## src/rtl/btb_update_ctrl.sv

```systemverilog
// btb_update_ctrl: queues EX-stage branch-resolution updates and feeds them,
// one per cycle, into the BTB's single write port. An update whose set index
// matches the current fetch index is held back, but never for more than
// MAX_HOLD cycles. A flush request discards queued updates and sweeps a clear
// strobe across every BTB set.
module btb_update_ctrl #(
  parameter int DEPTH    = 4,
  parameter int NUM_SETS = 8,
  parameter int INDEX_W  = 3,
  parameter int MAX_HOLD = 3
) (
  input  logic                       clk,
  input  logic                       rst,
  input  logic                       req_valid,
  output logic                       req_ready,
  input  logic [31:0]                req_pc,
  input  logic [31:0]                req_target,
  input  logic                       req_mispredicted,
  input  logic [31:0]                fetch_pc,
  input  logic                       flush_req,
  output logic                       flush_busy,
  output logic                       btb_update,
  output logic [31:0]                btb_update_pc,
  output logic [31:0]                btb_update_target,
  output logic                       btb_mispredicted,
  output logic                       btb_clear,
  output logic [INDEX_W-1:0]         btb_clear_index,
  output logic [$clog2(DEPTH):0]     count
);

  localparam int PTR_W  = $clog2(DEPTH);
  localparam int CNT_W  = PTR_W + 1;
  localparam int HOLD_W = (MAX_HOLD < 1) ? 1 : $clog2(MAX_HOLD + 1);

  typedef enum logic {
    RUN   = 1'b0,
    FLUSH = 1'b1
  } state_e;

  state_e               state_q, state_d;
  logic [INDEX_W-1:0]   sweep_q, sweep_d;
  logic [HOLD_W-1:0]    hold_q, hold_d;
  logic [PTR_W-1:0]     wr_ptr_q, wr_ptr_d;
  logic [PTR_W-1:0]     rd_ptr_q, rd_ptr_d;
  logic [CNT_W-1:0]     count_q, count_d;

  // Payload storage carries no reset; every read of it is gated by occupancy.
  logic [31:0]          pc_mem_q  [DEPTH];
  logic [31:0]          tgt_mem_q [DEPTH];
  logic                 mis_mem_q [DEPTH];

  logic                 empty;
  logic                 full;
  logic                 conflict;
  logic                 push;
  logic                 pop;
  logic [31:0]          head_pc;

  // Only the set-index bits of the fetch PC take part in the conflict check.
  logic                 fetch_pc_unused;
  assign fetch_pc_unused = ^{fetch_pc[31:INDEX_W+2], fetch_pc[1:0]};

  assign empty    = (count_q == '0);
  assign full     = (count_q == CNT_W'(DEPTH));
  assign head_pc  = pc_mem_q[rd_ptr_q];
  assign conflict = !empty && (head_pc[INDEX_W+1:2] == fetch_pc[INDEX_W+1:2]);
  assign count    = count_q;

  // Control state: FSM, sweep index, starvation counter and FIFO pointers.
  always_ff @(posedge clk or posedge rst) begin
    if (rst) begin
      state_q  <= RUN;
      sweep_q  <= '0;
      hold_q   <= '0;
      wr_ptr_q <= '0;
      rd_ptr_q <= '0;
      count_q  <= '0;
    end else begin
      state_q  <= state_d;
      sweep_q  <= sweep_d;
      hold_q   <= hold_d;
      wr_ptr_q <= wr_ptr_d;
      rd_ptr_q <= rd_ptr_d;
      count_q  <= count_d;
    end
  end

  // Capture an accepted request into the tail slot of the FIFO.
  always_ff @(posedge clk) begin
    if (push) begin
      pc_mem_q[wr_ptr_q]  <= req_pc;
      tgt_mem_q[wr_ptr_q] <= req_target;
      mis_mem_q[wr_ptr_q] <= req_mispredicted;
    end
  end

  // Next-state and outputs: issue/deferral in RUN, clear sweep in FLUSH.
  always_comb begin
    state_d           = state_q;
    sweep_d           = sweep_q;
    hold_d            = hold_q;
    wr_ptr_d          = wr_ptr_q;
    rd_ptr_d          = rd_ptr_q;
    count_d           = count_q;
    req_ready         = 1'b0;
    btb_update        = 1'b0;
    btb_update_pc     = '0;
    btb_update_target = '0;
    btb_mispredicted  = 1'b0;
    btb_clear         = 1'b0;
    btb_clear_index   = '0;
    flush_busy        = 1'b0;
    push              = 1'b0;
    pop               = 1'b0;

    case (state_q)
      RUN: begin
        req_ready  = !full && !flush_req;
        // A conflicting head waits unless it has already waited MAX_HOLD cycles.
        btb_update = !empty && !flush_req &&
                     (!conflict || (hold_q == HOLD_W'(MAX_HOLD)));
        if (!empty) begin
          btb_update_pc     = head_pc;
          btb_update_target = tgt_mem_q[rd_ptr_q];
          btb_mispredicted  = mis_mem_q[rd_ptr_q];
        end
        push = req_valid && req_ready;
        pop  = btb_update;

        if (flush_req) begin
          state_d  = FLUSH;
          sweep_d  = '0;
          hold_d   = '0;
          wr_ptr_d = '0;
          rd_ptr_d = '0;
          count_d  = '0;
        end else begin
          if (push) wr_ptr_d = wr_ptr_q + PTR_W'(1);
          if (pop)  rd_ptr_d = rd_ptr_q + PTR_W'(1);
          count_d = count_q + CNT_W'(push) - CNT_W'(pop);
          if (pop) begin
            hold_d = '0;
          end else if (conflict && (hold_q != HOLD_W'(MAX_HOLD))) begin
            hold_d = hold_q + HOLD_W'(1);
          end
        end
      end

      FLUSH: begin
        btb_clear       = 1'b1;
        btb_clear_index = sweep_q;
        flush_busy      = 1'b1;
        // Further flush requests are ignored; the sweep always ends after the last set.
        if (sweep_q == INDEX_W'(NUM_SETS - 1)) begin
          state_d = RUN;
          sweep_d = '0;
        end else begin
          sweep_d = sweep_q + INDEX_W'(1);
        end
      end

      default: begin
        state_d = RUN;
      end
    endcase
  end

endmodule

```

## config.mk

```make
export PLATFORM = sky130hd
export DESIGN_NAME = btb_update_ctrl
export DESIGN_NICKNAME = d
export VERILOG_FILES = /design/src/rtl/btb_update_ctrl.sv
export SDC_FILE = /design/constraint.sdc
export NUM_CORES = 1
export LEC_CHECK = 0
export BUFFER_PORTS_ARGS = -buffer_cell sky130_fd_sc_hd__buf_2
export CORE_MARGIN = 4
export CORE_UTILIZATION = 60
export CTS_CLUSTER_DIAMETER = 150
export DETAILED_ROUTE_END_ITERATION = 12
export PLACE_DENSITY_LB_ADDON = 0.15
export SYNTH_ARGS = -nofsm -noshare
export SYNTH_HDL_FRONTEND = slang
export SYNTH_SLANG_ARGS = --single-unit
```

## constraint.sdc

```tcl
create_clock -name clk -period 5.8 [get_ports clk]
set_clock_uncertainty 0.1 [all_clocks]
set_input_delay 0.58 -clock clk [delete_from_list [all_inputs] [get_ports clk]]
set_output_delay 0.58 -clock clk [all_outputs]
set_load 0.005 [all_outputs]
```

* Word level (Yosys, flattened, before mapping)
Memory sizes are Yosys's and may differ from the RTL's.
Cells that the tools add are included.
** Word-level totals
- Register bits after elaboration :: 13
- Memory bits (writable) :: 260
- Output and inout port bits :: 75
- Word-level logic and storage cells :: 67
- Memories :: 3
** Operators by class
- $add $sub $neg :: 6
- Equality and inequality tests :: 6
- Muxes and demuxes :: 27
- Bitwise logic cells :: 1
- Reduce and logical (&&, ||, !) cells :: 18
** Memories
- pc_mem_q :: words 4, bits a word 32, read ports 1, clocked after memory_dff 0, write ports 1, RTL line 48 : logic [31:0] pc_mem_q [DEPTH];
- tgt_mem_q :: words 4, bits a word 32, read ports 1, clocked after memory_dff 0, write ports 1, RTL line 49 : logic [31:0] tgt_mem_q [DEPTH];
- mis_mem_q :: words 4, bits a word 1, read ports 1, clocked after memory_dff 0, write ports 1, RTL line 50 : logic mis_mem_q [DEPTH];
** Operators with widths (number)
- $mux W32 :: 4
- $mux W2 :: 7
- $mux W3 :: 4
- $mux W1 :: 10
- $add A2 B1 Y2 const B :: 3
- $eq A3 B3 Y1 const B :: 2
- $logic_and A1 B1 Y1 :: 6
- $pmux W3 S2 :: 1
- $reduce_and A2 Y1 :: 3
- $logic_not A1 Y1 :: 4
- $ne A2 B2 Y1 const B :: 2
- $reduce_bool A2 Y1 :: 2
- $add A3 B1 Y3 :: 1
- $add A3 B1 Y3 const B :: 1
- $eq A3 B3 Y1 :: 1
- $logic_not A3 Y1 :: 1
- $reduce_bool A3 Y1 :: 1
- $sub A3 B1 Y3 :: 1
- $eq A2 B2 Y1 const B :: 1
- $pmux W1 S2 :: 1
- $logic_or A1 B1 Y1 :: 1
- $not A1 Y1 :: 1

* Logic depth before layout (Yosys ltp)
- Word-level depth :: 8
- Mapped depth :: 13

* Worst setup path before layout
OpenSTA, ideal clock, no wires.
- Path kind :: in2reg
- Start :: input port flush_req
- End :: memory mis_mem_q[0], enable pin
- Setup time :: 0.430 ns
- Data arrival time :: 2.798 ns
- Slack :: 2.472 ns
- Cell stages on the path :: 4
- Cells stage by stage :: clkbuf_1 -> nor2_1 -> clkbuf_1 -> and3_1
** Between the ends
- Longest elaborated chain between the ends :: 6
** Ends and longest elaborated chain
- start, declared :: RTL line 20 : input logic flush_req,
- $logic_not A1 Y1 :: RTL line 118 : req_ready = !full && !flush_req;
- $logic_and A1 B1 Y1 :: RTL line 118
- $logic_and A1 B1 Y1 :: RTL line 127 : push = req_valid && req_ready;
- $mux W1 :: RTL line 116 : case (state_q)
- $mux W1 :: RTL line 90 : if (push) begin
- $mux W1 (not written as such) :: RTL line 93 : mis_mem_q[wr_ptr_q] <= req_mispredicted;
- end, declared :: RTL line 50
Every way passes these cells.

* Worst setup path after layout
- Start :: register rd_ptr_q[0]
- End :: register count_q[2] (netlist: count[2])
** Between the ends
- Longest elaborated chain between the ends :: 8
** Ends and longest elaborated chain
- start, declared :: RTL line 44 : logic [PTR_W-1:0] rd_ptr_q, rd_ptr_d;
- start signal, assigned :: RTL line 83 : rd_ptr_q <= rd_ptr_d;
- $mem_v2 Z4 W32
- $eq A3 B3 Y1 :: RTL line 66 : assign conflict = !empty && (head_pc[INDEX_W+1:2] == fetch_pc[INDEX_W+1:2]);
- $logic_and A1 B1 Y1 :: RTL line 66
- $logic_not A1 Y1 :: RTL line 121 : (!conflict || (hold_q == HOLD_W'(MAX_HOLD)));
- $logic_or A1 B1 Y1 :: RTL line 121
- $logic_and A1 B1 Y1 :: RTL line 120 : btb_update = !empty && !flush_req &&
- $sub A3 B1 Y3 :: RTL line 140 : count_d = count_q + CNT_W'(push) - CNT_W'(pop);
- $mux W3 :: RTL line 130 : if (flush_req) begin
- end signal, assigned :: RTL line 84 : count_q <= count_d;
- end, declared :: RTL line 45 : logic [CNT_W-1:0] count_q, count_d;
Every way passes these cells.
A chain may end at the register's enable or synchronous reset.

==> results by group <==
Run status
  • Status: completed

Setup path
  • CP startpoint kind: flip-flop
  • Critical Setup Path Class: flip-flop to flip-flop
  • Crit. End Element: flip-flop
  • CP arrival: 4.05 ns
  • Worst R2R Start: rd_ptr_q[0]
  • Worst r2r dst: count[2]
  • CP Max Fanout: 43
  • Worst Setup SP: rd_ptr_q[0]
  • Setup crit end: count[2]
  • Reg2reg path depth: 12
  • CP required: 6.09 ns
  • R2R setup slack: 2.03 ns

Detailed routing
  • Drt drc: 0
  • DRT iter0 DRCs: ~320
  • DR WL/cell: 22.3 µm
  • Post-route ant nets: 0
  • Pre-Repair DR Iteration Count: 4
  • Via count: ~5300
  • Vias per std cell: 5.92
  • Final wirelength: approximately 20000 µm

Floorplan
  • I/O pin cnt: 176
  • Die W: between 100 and 150 µm
  • Row count: 48
  • Core ar.: 17400 µm²
  • Die area: approximately 20000 µm²
  • Die height: 141 µm
  • Starting Density: a little over 60%

Clocking
  • Clock transition at path regs: approximately 0.06 ns
  • Later-pin clock latency in the skew report: between 0.5 and 0.6 ns
  • CTS buffer count: 27
  • Clock tree root buffer cell: clkbuf_16
  • Clock buffer depth: 3
  • CTS tree: done
  • CTS sink cnt: between 200 and 300
  • CTS HTree Levels: 1
  • Number of setup buffers added after CTS: 0
  • Post-cts resize count: 0

Global routing
  • Gr usage total: 20.5%
  • Pin count of the biggest net entering global routing: 70
  • Initial antenna violation count: 1
  • Grt ovf: 0
  • First-pass GRT wire length: approximately 32000 µm
  • Vias in the first global route: around 5800

Power
  • Maximum VDD drop: between 0.3 and 0.4 mV
  • Leakage power: around 4.6 nW
  • Comb power frac: 20.8%
  • Sequential power share: 48.3%
  • Clock share of power: between 30% and 40%
  • Power density over cell area: just over 400 nW/µm²
  • Psw: about 1.4 mW
  • Internal Dissipation: 3.73 mW
  • Sw Share: 27.3%

STA
  • # setup viols final: 0
  • Achievable clock frequency: 0.265 GHz
  • Final Hold Fails: 0
  • Final min period: 3.77 ns
  • Slew of the pin with the lowest slew margin: about 1.1 ns
  • RSZ-0062 raised after global routing: false
  • Final max-slew violation count: 0
  • Post-route clock period utilization: about 65%
  • Hold WS: 0.177 ns
  • Slew Limit Headroom: 23.7%
  • Setup TNS: 0 ns

Finish
  • Share of layout cells above drive strength 1: between 30% and 40%
  • P&R area growth vs syn: 16.4%
  • Nets: 766
  • Highest-count cells in the layout ignoring fill and taps: edfxtp_1, buf_2, mux4_2, and3_1, clkbuf_16
  • Commonest non-fill, non-tap cell in the layout: edfxtp_1

Placement
  • Port bufs: 146
  • Routability cong.: approximately 0.8
  • Hpwl dp: 11000 µm

Logic synthesis
  • Syn Inst Count: slightly above 500
  • Sequential area share after synthesis: between 70% and 80%
  • Post-Syn Area: 10600 µm²
  • Post-synth net total: 621
  • Synth Warn #: 0
  • Synth Area per Inst: roughly 21 µm²
  • Netlist cell types: 35
  • #FFs+latches synth: 273

Job
  • # Max-Cap Violations: 0

Hold path
  • Worst hold-check path type: primary input to flip-flop
state kept, by name, indices dropped and copies added (netlist names):
| register | cells |
|---|---|
| rd_ptr_q | 2 |
| count | 3 |
| tgt_mem_q | 128 |
| sweep_q | 3 |
| mis_mem_q | 4 |
| state_q | 1 |
| pc_mem_q | 128 |
| wr_ptr_q | 2 |
| hold_q | 2 |
power by group through the flow:
stage | Combinational [mW] | Sequential [mW] | Clock, mW
after global routing | 1.16 | 2.52 | 1.71
after CTS | 1.09 | 2.50 | 1.62
after floorplan | 0.898 | 2.35 | 0
final | 1.07 | 2.48 | 1.59
after global placement | 1.05 | 2.53 | 0
after detailed placement | 1.08 | 2.54 | 0
worst max-delay path, cell delays in order (launching register included):
cell     delay, ns
dfrtp_4       0.97
mux4_2        0.62
xnor2_1       0.14
and4_4        0.22
or2_4         0.25
mux2_1        0.20
ha_1          0.14
inv_1         0.05
fa_1          0.40
xor2_1        0.19
nor2_1        0.05
o21ai_0       0.17
o21ai_1       0.11
worst min path at each step:
stage | from | end | slack (ns) | cells past startpoint
2_1_floorplan | hold_q[0] | hold_q[0] | 0.35 | 1
3_3_place_gp | hold_q[0] | hold_q[0] | 0.36 | 1
3_5_place_dp | hold_q[0] | hold_q[0] | 0.38 | 1
4_1_cts | req_target[12] | tgt_mem_q[1][12] | 0.15 | 1
5_1_grt | req_target[20] | tgt_mem_q[2][20] | 0.16 | 1
6_report | req_target[6] | tgt_mem_q[2][6] | 0.18 | 1
per-stage QoR:
| stage | total power, mW | cells | setup WS, ns | utilization [%] | area (µm²) |
|---|---|---|---|---|---|
| 2_1_floorplan | 3.25 | 511 | 2.47 | - | 10600 |
| 3_3_place_gp | 3.58 | 851 | 2.07 | 66.6 | 11600 |
| 3_5_place_dp | 3.62 | 851 | 1.97 | 66.6 | 11600 |
| 4_1_cts | 5.20 | 900 | 1.95 | 71.3 | 12400 |
| 5_1_grt | 5.39 | 900 | 1.73 | 71.3 | 12400 |
| 6_report | 5.14 | 902 | 2.03 | 71.4 | 12400 |
final cells by class:
class | count | area, µm²
sequential | 273 | 8140
clock buffer | 33 | 698
fill | 1094 | 4970
clock inverter | 15 | 114
tap | 225 | 282
antenna | 2 | 5.00
multi-input combinational | 200 | 2370
timing repair buffer | 149 | 756
inverter | 5 | 18.8
synthesized netlist by cell type (all sizes together):
cell    instances  area share, %
a21boi          1          0.071
a21oi           5           0.24
a221o           1          0.094
a22o            2           0.16
a31oi           1          0.059
a32o            1          0.094
and2            3           0.18
and3           69            4.1
and4            1           0.11
buf            10           0.52
clkbuf         23           0.81
dfrtp          13            3.1
edfxtp        260             73
fa              1           0.19
ha              8           0.94
inv             5           0.18
mux2            1           0.11
mux4           65             14
nand2           9           0.32
nand3           1          0.047
nand3b          1          0.071
nor2            8           0.28
nor2b           2           0.12
nor3            2          0.094
nor4            1          0.059
o21ai           8           0.38
o31ai           1          0.071
or2             2           0.14
or3             1          0.059
or4             1          0.071
xnor2           3           0.25
xor2            1          0.082
repair_timing:
action                                 in CTS  in global routing
hold buffers                                1                  0
endpoints found under the hold margin      13                  0
setup endpoints to repair                   0                  0
per-layer routing:
metal,GRT usage (%),up-vias,share of wire [%]
li1,-,2399,-
met1,27.5,2738,40
met2,35.2,179,51
met4,4.33,2,1.0
met3,4.68,22,8.0
met5,0,-,0.060
logic make-up (layout without fill, tap and decap cells):
family,count (synthesis),in the layout,share of synthesized area (%)
flops,273,273,76.4
other cells,0,2,0
xor+xnor,4,4,0.329
fa+ha+maj,9,9,1.13
mux,66,66,13.9
buf+inv,38,202,1.50
simple gates,101,101,5.60
compound gates,20,20,1.16
No activity file was read; power rests on OpenSTA's default activity.
